[config.mk]
export PLATFORM = sky130hd
export DESIGN_NAME = dot_product_unit
export DESIGN_NICKNAME = d
export VERILOG_FILES = /design/src/rtl/dot_product_unit_pkg.sv /design/src/rtl/dot_product_unit_adder_tree.sv /design/src/rtl/dot_product_unit.sv
export SDC_FILE = /design/constraint.sdc
export NUM_CORES = 1
export LEC_CHECK = 0
export BUFFER_PORTS_ARGS = -buffer_cell sky130_fd_sc_hd__buf_2
export CELL_PAD_IN_SITES_DETAIL_PLACEMENT = 2
export CELL_PAD_IN_SITES_GLOBAL_PLACEMENT = 2
export CORE_MARGIN = 2
export CORE_UTILIZATION = 34
export DETAILED_ROUTE_END_ITERATION = 8
export PLACE_DENSITY = 0.86
export SLEW_MARGIN = 10
export SYNTH_ARGS = -nofsm -noshare
export SYNTH_HDL_FRONTEND = slang
export SYNTH_SLANG_ARGS = --single-unit
[constraint.sdc]
create_clock -name clk -period 3.9 [get_ports clk]
set_clock_uncertainty 0.15 [all_clocks]
set_input_delay 0.195 -clock clk [delete_from_list [all_inputs] [get_ports clk]]
set_output_delay 0.195 -clock clk [all_outputs]
set_load 0.02 [all_outputs]
[src/rtl/dot_product_unit_pkg.sv]
// Shared constants for the dot-product reducer and its neighbours.
//   DP_LANES / DP_DATA_WIDTH : default vector geometry
//   DP_LATENCY               : issue edge to dp_out_valid pulse, in cycles
//   OPCODE_WIDTH / OP_SEL_WIDTH : decoder field widths used elsewhere
package dot_product_unit_pkg;

    localparam int DP_LANES      = 8;
    localparam int DP_DATA_WIDTH = 32;
    localparam int OPCODE_WIDTH  = 4;
    localparam int OP_SEL_WIDTH  = 2;

    // Input register + log2(LANES) tree levels + accumulate stage.
    function automatic int dp_latency(input int lanes);
        return $clog2(lanes) + 2;
    endfunction

    localparam int DP_LATENCY = dp_latency(DP_LANES);

    // Meaning of the decoder shift bit as it travels down the pipe.
    typedef enum logic {
        DP_OP_ACC   = 1'b0,
        DP_OP_SHIFT = 1'b1
    } dp_op_e;

endpackage

[src/rtl/dot_product_unit_adder_tree.sv]
// Pipelined pairwise reduction of LANES operands, one registered level per
// tree level (latency log2(LANES)). A valid bit and a one-bit flag travel
// alongside the data.
//   clk, rst       : clock, synchronous active-high reset (sideband only)
//   in_valid/flag  : sideband entering level 1
//   in_data        : lane i at [i*DATA_WIDTH +: DATA_WIDTH]
//   out_valid/flag : sideband leaving the last level
//   out_sum        : wrap-around sum of all lanes
//   stage_vld      : valid bit of every level, for busy
module adder_tree #(
    parameter int LANES      = 8,
    parameter int DATA_WIDTH = 32
) (
    input  logic                          clk,
    input  logic                          rst,
    input  logic                          in_valid,
    input  logic                          in_flag,
    input  logic [LANES*DATA_WIDTH-1:0]   in_data,
    output logic                          out_valid,
    output logic                          out_flag,
    output logic [DATA_WIDTH-1:0]         out_sum,
    output logic [$clog2(LANES)-1:0]      stage_vld
);
    localparam int DEPTH = $clog2(LANES);

    logic [DEPTH-1:0] vld_d, vld_q;
    logic [DEPTH-1:0] flag_d, flag_q;

    always_comb begin
        vld_d[0]  = in_valid;
        flag_d[0] = in_flag;
        for (int l = 1; l < DEPTH; l++) begin
            vld_d[l]  = vld_q[l-1];
            flag_d[l] = flag_q[l-1];
        end
    end

    always_ff @(posedge clk) begin
        if (rst) begin
            vld_q  <= '0;
            flag_q <= '0;
        end else begin
            vld_q  <= vld_d;
            flag_q <= flag_d;
        end
    end

    for (genvar l = 0; l < DEPTH; l++) begin : g_lvl
        localparam int N = LANES >> (l + 1);

        logic [2*N*DATA_WIDTH-1:0] in_vec;
        logic [N*DATA_WIDTH-1:0]   sum_d, sum_q;

        if (l == 0) begin : g_first
            assign in_vec = in_data;
        end else begin : g_next
            assign in_vec = g_lvl[l-1].sum_q;
        end

        always_comb begin
            sum_d = '0;
            for (int k = 0; k < N; k++) begin
                sum_d[k*DATA_WIDTH +: DATA_WIDTH] =
                    in_vec[(2*k)*DATA_WIDTH +: DATA_WIDTH] +
                    in_vec[(2*k+1)*DATA_WIDTH +: DATA_WIDTH];
            end
        end

        // Data only moves with its valid bit; no reset needed since the
        // sideband decides whether anything downstream looks at it.
        always_ff @(posedge clk) begin
            if (vld_d[l]) begin
                sum_q <= sum_d;
            end
        end
    end

    assign out_sum   = g_lvl[DEPTH-1].sum_q;
    assign out_valid = vld_q[DEPTH-1];
    assign out_flag  = flag_q[DEPTH-1];
    assign stage_vld = vld_q;

endmodule

[src/rtl/dot_product_unit.sv]
// Dot-product reducer: registers the PE multiply results, reduces them in a
// pipelined adder tree, then either accumulates the scalar or completes it
// and shifts it into lane 0 of a LANES-wide result vector.
//   clk, rst      : clock, synchronous active-high reset
//   dp_valid      : accept prod_in this cycle
//   dp_shift      : 1 = complete and shift, 0 = accumulate (with dp_valid)
//   prod_in       : lane i at [i*DATA_WIDTH +: DATA_WIDTH]
//   dp_out        : result vector, lane 0 newest
//   dp_out_valid  : one-cycle pulse after a shift updates dp_out
//   busy          : an accepted op is still in the input/tree pipeline
module dot_product_unit
    import dot_product_unit_pkg::*;
#(
    parameter int LANES      = DP_LANES,
    parameter int DATA_WIDTH = DP_DATA_WIDTH
) (
    input  logic                        clk,
    input  logic                        rst,
    input  logic                        dp_valid,
    input  logic                        dp_shift,
    input  logic [LANES*DATA_WIDTH-1:0] prod_in,
    output logic [LANES*DATA_WIDTH-1:0] dp_out,
    output logic                        dp_out_valid,
    output logic                        busy
);
    localparam int DEPTH = $clog2(LANES);

    // Stage 0: input register
    logic                        s0_vld_d,   s0_vld_q;
    logic                        s0_shift_d, s0_shift_q;
    logic [LANES*DATA_WIDTH-1:0] s0_prod_d,  s0_prod_q;

    always_comb begin
        s0_vld_d   = dp_valid;
        s0_shift_d = dp_valid & dp_shift;
        s0_prod_d  = dp_valid ? prod_in : s0_prod_q;
    end

    always_ff @(posedge clk) begin
        if (rst) begin
            s0_vld_q   <= 1'b0;
            s0_shift_q <= 1'b0;
        end else begin
            s0_vld_q   <= s0_vld_d;
            s0_shift_q <= s0_shift_d;
        end
        s0_prod_q <= s0_prod_d;
    end

    // Tree levels 1..DEPTH
    logic                  tree_vld;
    logic                  tree_flag;
    logic [DATA_WIDTH-1:0] tree_sum;
    logic [DEPTH-1:0]      tree_stage_vld;

    adder_tree #(
        .LANES      (LANES),
        .DATA_WIDTH (DATA_WIDTH)
    ) u_tree (
        .clk       (clk),
        .rst       (rst),
        .in_valid  (s0_vld_q),
        .in_flag   (s0_shift_q),
        .in_data   (s0_prod_q),
        .out_valid (tree_vld),
        .out_flag  (tree_flag),
        .out_sum   (tree_sum),
        .stage_vld (tree_stage_vld)
    );

    // Accumulate / shift stage
    logic [DATA_WIDTH-1:0]             acc_d, acc_q;
    logic [DATA_WIDTH-1:0]             acc_sum;
    logic [LANES-1:0][DATA_WIDTH-1:0]  res_d, res_q;
    logic                              out_vld_d, out_vld_q;

    always_comb begin
        acc_sum   = acc_q + tree_sum;
        acc_d     = acc_q;
        res_d     = res_q;
        out_vld_d = 1'b0;
        if (tree_vld) begin
            if (dp_op_e'(tree_flag) == DP_OP_SHIFT) begin
                // Oldest result drops off the top lane.
                res_d     = {res_q[LANES-2:0], acc_sum};
                acc_d     = '0;
                out_vld_d = 1'b1;
            end else begin
                acc_d = acc_sum;
            end
        end
    end

    always_ff @(posedge clk) begin
        if (rst) begin
            acc_q     <= '0;
            res_q     <= '0;
            out_vld_q <= 1'b0;
        end else begin
            acc_q     <= acc_d;
            res_q     <= res_d;
            out_vld_q <= out_vld_d;
        end
    end

    assign dp_out       = res_q;
    assign dp_out_valid = out_vld_q;
    assign busy         = s0_vld_q | (|tree_stage_vld);

endmodule

# Yosys cells after proc, flatten, opt, wreduce, memory -nomap -nowiden
# Cells that the tools add are included.
# totals
ff_bits	777
inputBits	260
out_inout_bits	258
# op_classes
n_addsub	8
n_mux	2
bitwise_logic	3
n_reduce_logical	3
# op_table
operator	count
adder 32 bit	8
two-way mux 32 bit	1
OR reduction 3 bit	1
AND reduction 2 bit	1
OR reduction 2 bit	1
bitwise AND 1 bit	1
two-way mux 1 bit	1
NOT 1 bit	1
OR 1 bit	1

# Depth between registers and ports, before layout
# logic_depth
word_depth	2
depth_mapped	11
ltp_nobuf	11

# Cells and area by module
# A second synthesis with hierarchy kept.
# hier_totals
hier_cells	3476
hier_area_um2	37178.2
# modules_own_cells
mod	n_inst	cells_per_inst	area_per_inst_um2
dot_product_unit	1	1787	19642.6
adder_tree	1	1689	17535.6

# Worst setup path after synthesis
# Ideal clock, no wire load.
# synth_path
path_type	reg2out
start	reg s0_vld_q
end	out busy
t_arrival_ns	3.569
path_slack_ns	-0.014
path_stages_with_launch	2
n_path_buf	0
cell_sequence	dfxtp_1 -> or4_1
# synth_between
elab_chain_cells	1
# synth_lines
item	line	text
from (decl)	dot_product_unit.sv:29	logic s0_vld_d, s0_vld_q;
from (signal assigned)	dot_product_unit.sv:44	s0_vld_q <= s0_vld_d;
OR 1 bit	dot_product_unit.sv:108	assign busy = s0_vld_q | (|tree_stage_vld);
to (decl)	dot_product_unit.sv:24	output logic busy
# Every way passes these cells.

# Final worst setup path
# layout_path
start	reg s0_prod_q[74]
end	reg u_tree.g_lvl[0].sum_q[57] (data pin)
# layout_between
elab_chain_cells	1
# layout_lines
item	line	text
from (decl)	dot_product_unit.sv:31	logic [LANES*DATA_WIDTH-1:0] s0_prod_d, s0_prod_q;
from (signal assigned)	dot_product_unit.sv:47	s0_prod_q <= s0_prod_d;
adder 32 bit	dot_product_unit_adder_tree.sv:64	in_vec[(2*k)*DATA_WIDTH +: DATA_WIDTH] +
via u_tree.g_lvl[0].sum_d[57]	dot_product_unit_adder_tree.sv:52	logic [N*DATA_WIDTH-1:0] sum_d, sum_q;
to (signal assigned)	dot_product_unit_adder_tree.sv:73	sum_q <= sum_d;
to (decl)	dot_product_unit_adder_tree.sv:52	
# The timed path passes the listed nets, and every way through them passes these cells.
# A chain may end at the register's enable or synchronous reset.

==> summary.txt <==
Outcome
  • Status: finished with violations
  • Failing checks: negative setup slack

CTS
  • CTS root buffer: clkbuf_16
  • Clk sinks: 777
  • H-tree levels: 3
  • Clock Latency Late Sink: 0.72 ns
  • Clk slew on worst S/H paths: 0.08 ns
  • CTS tree: built
  • CTS buffer count: 92
  • Bufs on Longest Clock Path: 3

Logic synthesis
  • Most used standard cell by instance count after synthesis: nand2_1
  • Syn avg cell area: 10.8 um^2
  • Synth Flop Type: edfxtp_1
  • Syn_nets: 3884
  • Mux contribution to synthesized area: 0.110%
  • #FFs+latches synth: 777
  • Largest family of logic cells by synthesized area: compound AO/OA/AOI/OAI gates
  • Ranking of synthesized cells by area: edfxtp_1 40%, dfxtp_1 16%, ha_1 8.5%
  • Synth cell types: 90
  • Synthesis Warnings: 0
  • Synth Cell Area: 36500 um^2
  • Post-synthesis sequential area ratio: 55.9%
  • Syn Inst Count: 3368
  • Synth Area in Simple Gates: 12.2%
  • Post-synthesis xor/xnor area fraction: 5.41%
  • Synth Area in Compound Gates: 15.7%
  • Synth top cells by count: 606 x nand2_1, 480 x edfxtp_1, 453 x a21oi_1
  • Ys async rst share: 0%
  • Adder-Cell Fraction of Synth Area: 8.95%
  • Area leader, netlist: edfxtp_1
  • EDFF count, synth: 480
  • Yosys top cell area share: 39.5%

Layout
  • Ratio of cells with drive above 1 in the final layout: 17.4%
  • Final Non-Filler Cells: 5637
  • Fillers: 11000
  • Multi-input logic area: 15500 um^2
  • Area growth syn-to-layout: 27.2%
  • Net count, final: 4667
  • FF/Latch Area: 20400 um^2

Timing
  • Post-Route Setup TNS: -0.00358 ns
  • Period minus WS final: 3.90 ns
  • Maximum clock frequency: 256 MHz
  • Post-route clock period utilization: 100%
  • Slew Limit Fails: 0
  • # setup viols final: 1
  • Worst setup margin: -0.00358 ns
  • Max-slew headroom: 19.8%
  • Slew at the pin with the worst max-slew slack: 1.20 ns
  • Final hold vios: 0
  • RSZ-0062 raised after global routing: false

Placed design
  • Hpwl dp: 88100 um
  • Dpl cells: 5196
  • Port-buffer cells: 517
  • Pre-CTS WS: 0.0899 ns
  • GP Congestion: 0.828

Power
  • Net Sw Frac: 30.5%
  • Sw Pwr: 7170 uW
  • Combinational power share: 20.5%
  • Int Power: 16400 uW
  • Power Dens Cells: 508 nW/um^2
  • Pleak: 0.0188 uW
  • Max IR drop VDD: 0.000314 V
  • Clk pwr share: 37.9%
  • Seq pwr share: 41.6%

GRT
  • Total GRT Usage: 26.1%
  • GR peak layer: met2
  • First-pass GRT wire length: 221000 um
  • Vias in the first global route: 34100
  • GR Util met2: 48.6%
  • Total grt overflow: 0
  • Largest net degree at the start of global routing: 128
  • GRT met1 Usage: 28.5%
  • Met3 Track Usage GR: 4.33%
  • Antenna violations before repair: 8

Detailed routing
  • Routed WL: 148000 um
  • Pre-antenna DRT Iters: 7
  • Post-route ant nets: 0
  • Routed len/inst: 26.2 um
  • DRC: 0
  • Via density: 5.44
  • DR vias: 30600
  • Iter 0 DRT Violations: 1853

Worst setup path
  • Worst-path fanout max: 7
  • Worst EP arrival: 4.16 ns
  • Nature of the critical path endpoint: flip-flop
  • WP data required: 4.16 ns
  • Nature of the critical path startpoint: flip-flop
  • WS Path Type: flip-flop to flip-flop

Floorplanning
  • Num rows: 120
  • Die width: 331 um
  • Core Region: 107000 um^2
  • Die area: 110000 um^2
  • Initial Util: 34.1%
  • Vert. Die Dim: 331 um
  • Io pins: 518

Min path
  • Worst min path class: primary input to flip-flop

Job
  • # Max-Cap Violations: 0
[cells by family after synthesis]
logic type / Yosys count
mux: 4
fa+ha+maj: 256
buf+inv: 169
simple gates: 1010
flops: 777
xor+xnor: 225
compound gates: 927
[layout by cell type, fill, tap and decap left out, types with 9 or more instances in the layout]
cell,Yosys,layout
a211oi_1,18,17
a21o_1,119,119
a21oi_1,453,450
a31oi_1,20,20
and2_1,9,9
and3_1,26,26
buf_2,1,515
buf_4,0,23
clkbuf_1,108,13
clkbuf_16,0,95
clkbuf_8,0,12
clkinv_1,0,11
clkinv_2,0,18
dfxtp_1,297,295
diode_2,0,10
dlygate4sd3_1,0,259
edfxtp_1,480,480
ha_1,248,248
inv_1,52,52
nand2_1,606,605
nand2b_1,34,34
nand3_1,45,45
nand3b_1,9,9
nand4_1,26,26
nor2_1,128,128
nor2b_1,45,45
nor3_1,31,31
o211ai_1,18,18
o21a_1,26,26
o21ai_0,97,97
o21ai_1,21,21
o21bai_1,41,41
o31ai_1,10,9
or3_1,14,14
xnor2_1,147,147
xor2_1,78,78
[power groups by stage]
| stage | registers [uW] | clock network, uW | logic (uW) |
|---|---|---|---|
| global placement | 9860 | 0 | 3830 |
| floorplan | 9800 | 0 | 2750 |
| finish | 9790 | 8920 | 4830 |
| global route | 9820 | 9350 | 5130 |
| detailed placement | 9900 | 0 | 4120 |
| CTS | 9740 | 8890 | 4410 |
[worst max-delay path: stages, from the launching register on]
cell and delay (ns):
edfxtp_1 0.45, ha_1 0.47, a21oi_1 0.38, o221ai_1 0.29
a21oi_1 0.41, a21oi_1 0.22, a21oi_1 0.31, o21ai_1 0.30
a21o_1 0.29, a21oi_1 0.22, xnor2_1 0.12
[registers in the layout (all words and copies together), names as in the netlist]
name,cells
s0_shift_q,1
dp_out_valid,1
s0_prod_q,256
u_tree.stage_vld,3
u_tree.g_lvl.sum_q,192
dp_out,256
u_tree.out_sum,32
u_tree.flag_q,3
s0_vld_q,1
acc_q,32
[timing repair]
| action | in CTS | in global routing |
|---|---|---|
| resized for setup | 0 | 7 |
| setup buffers | 0 | 5 |
| hold buffers | 259 | 0 |
| setup endpoints to repair | 0 | 16 |
| hold endpoints to repair | 414 | 0 |
[layer usage]
layer  up-vias  share of wire, %
li1      13800                 -
met1     15400                37
met2      1072                52
met3       386               4.4
met4         0               5.6
met5         -                 0
[metrics by stage]
stage / total power (uW) / utilization [%] / cell area [um^2] / hold slack [ns]
final: 23500 / 43.4 / 46400 / 0.0660
after global routing: 24300 / 43.4 / 46400 / 0.0387
after CTS: 23000 / 43.4 / 46300 / 0.00204
after detailed placement: 14000 / 38.1 / 40700 / 0.223
after global placement: 13700 / 38.1 / 40700 / 0.222
after floorplan: 12500 / - / 36500 / 0.144
[final timing paths]
path / start / end / slack [ns] / cells past startpoint
max: s0_prod_q[74] / u_tree.g_lvl[0].sum_q[57] / -0.004 / 10
min: prod_in[107] / s0_prod_q[107] / 0.07 / 2
max reg2reg: s0_prod_q[74] / u_tree.g_lvl[0].sum_q[57] / -0.004 / 10
min reg2reg: u_tree.flag_q[0] / u_tree.flag_q[1] / 0.29 / 1
[area by class of cell]
class | instances | area share (%)
Multi-Input combinational cell | 2422 | 33.4
Clock inverter | 47 | 0.941
Timing Repair Buffer | 806 | 11.9
Clock buffer | 120 | 5.59
Tap cell | 1403 | 3.78
Antenna cell | 10 | 0.0540
Sequential cell | 777 | 43.9
Inverter | 52 | 0.421
Power figures use the tool's default switching activity.
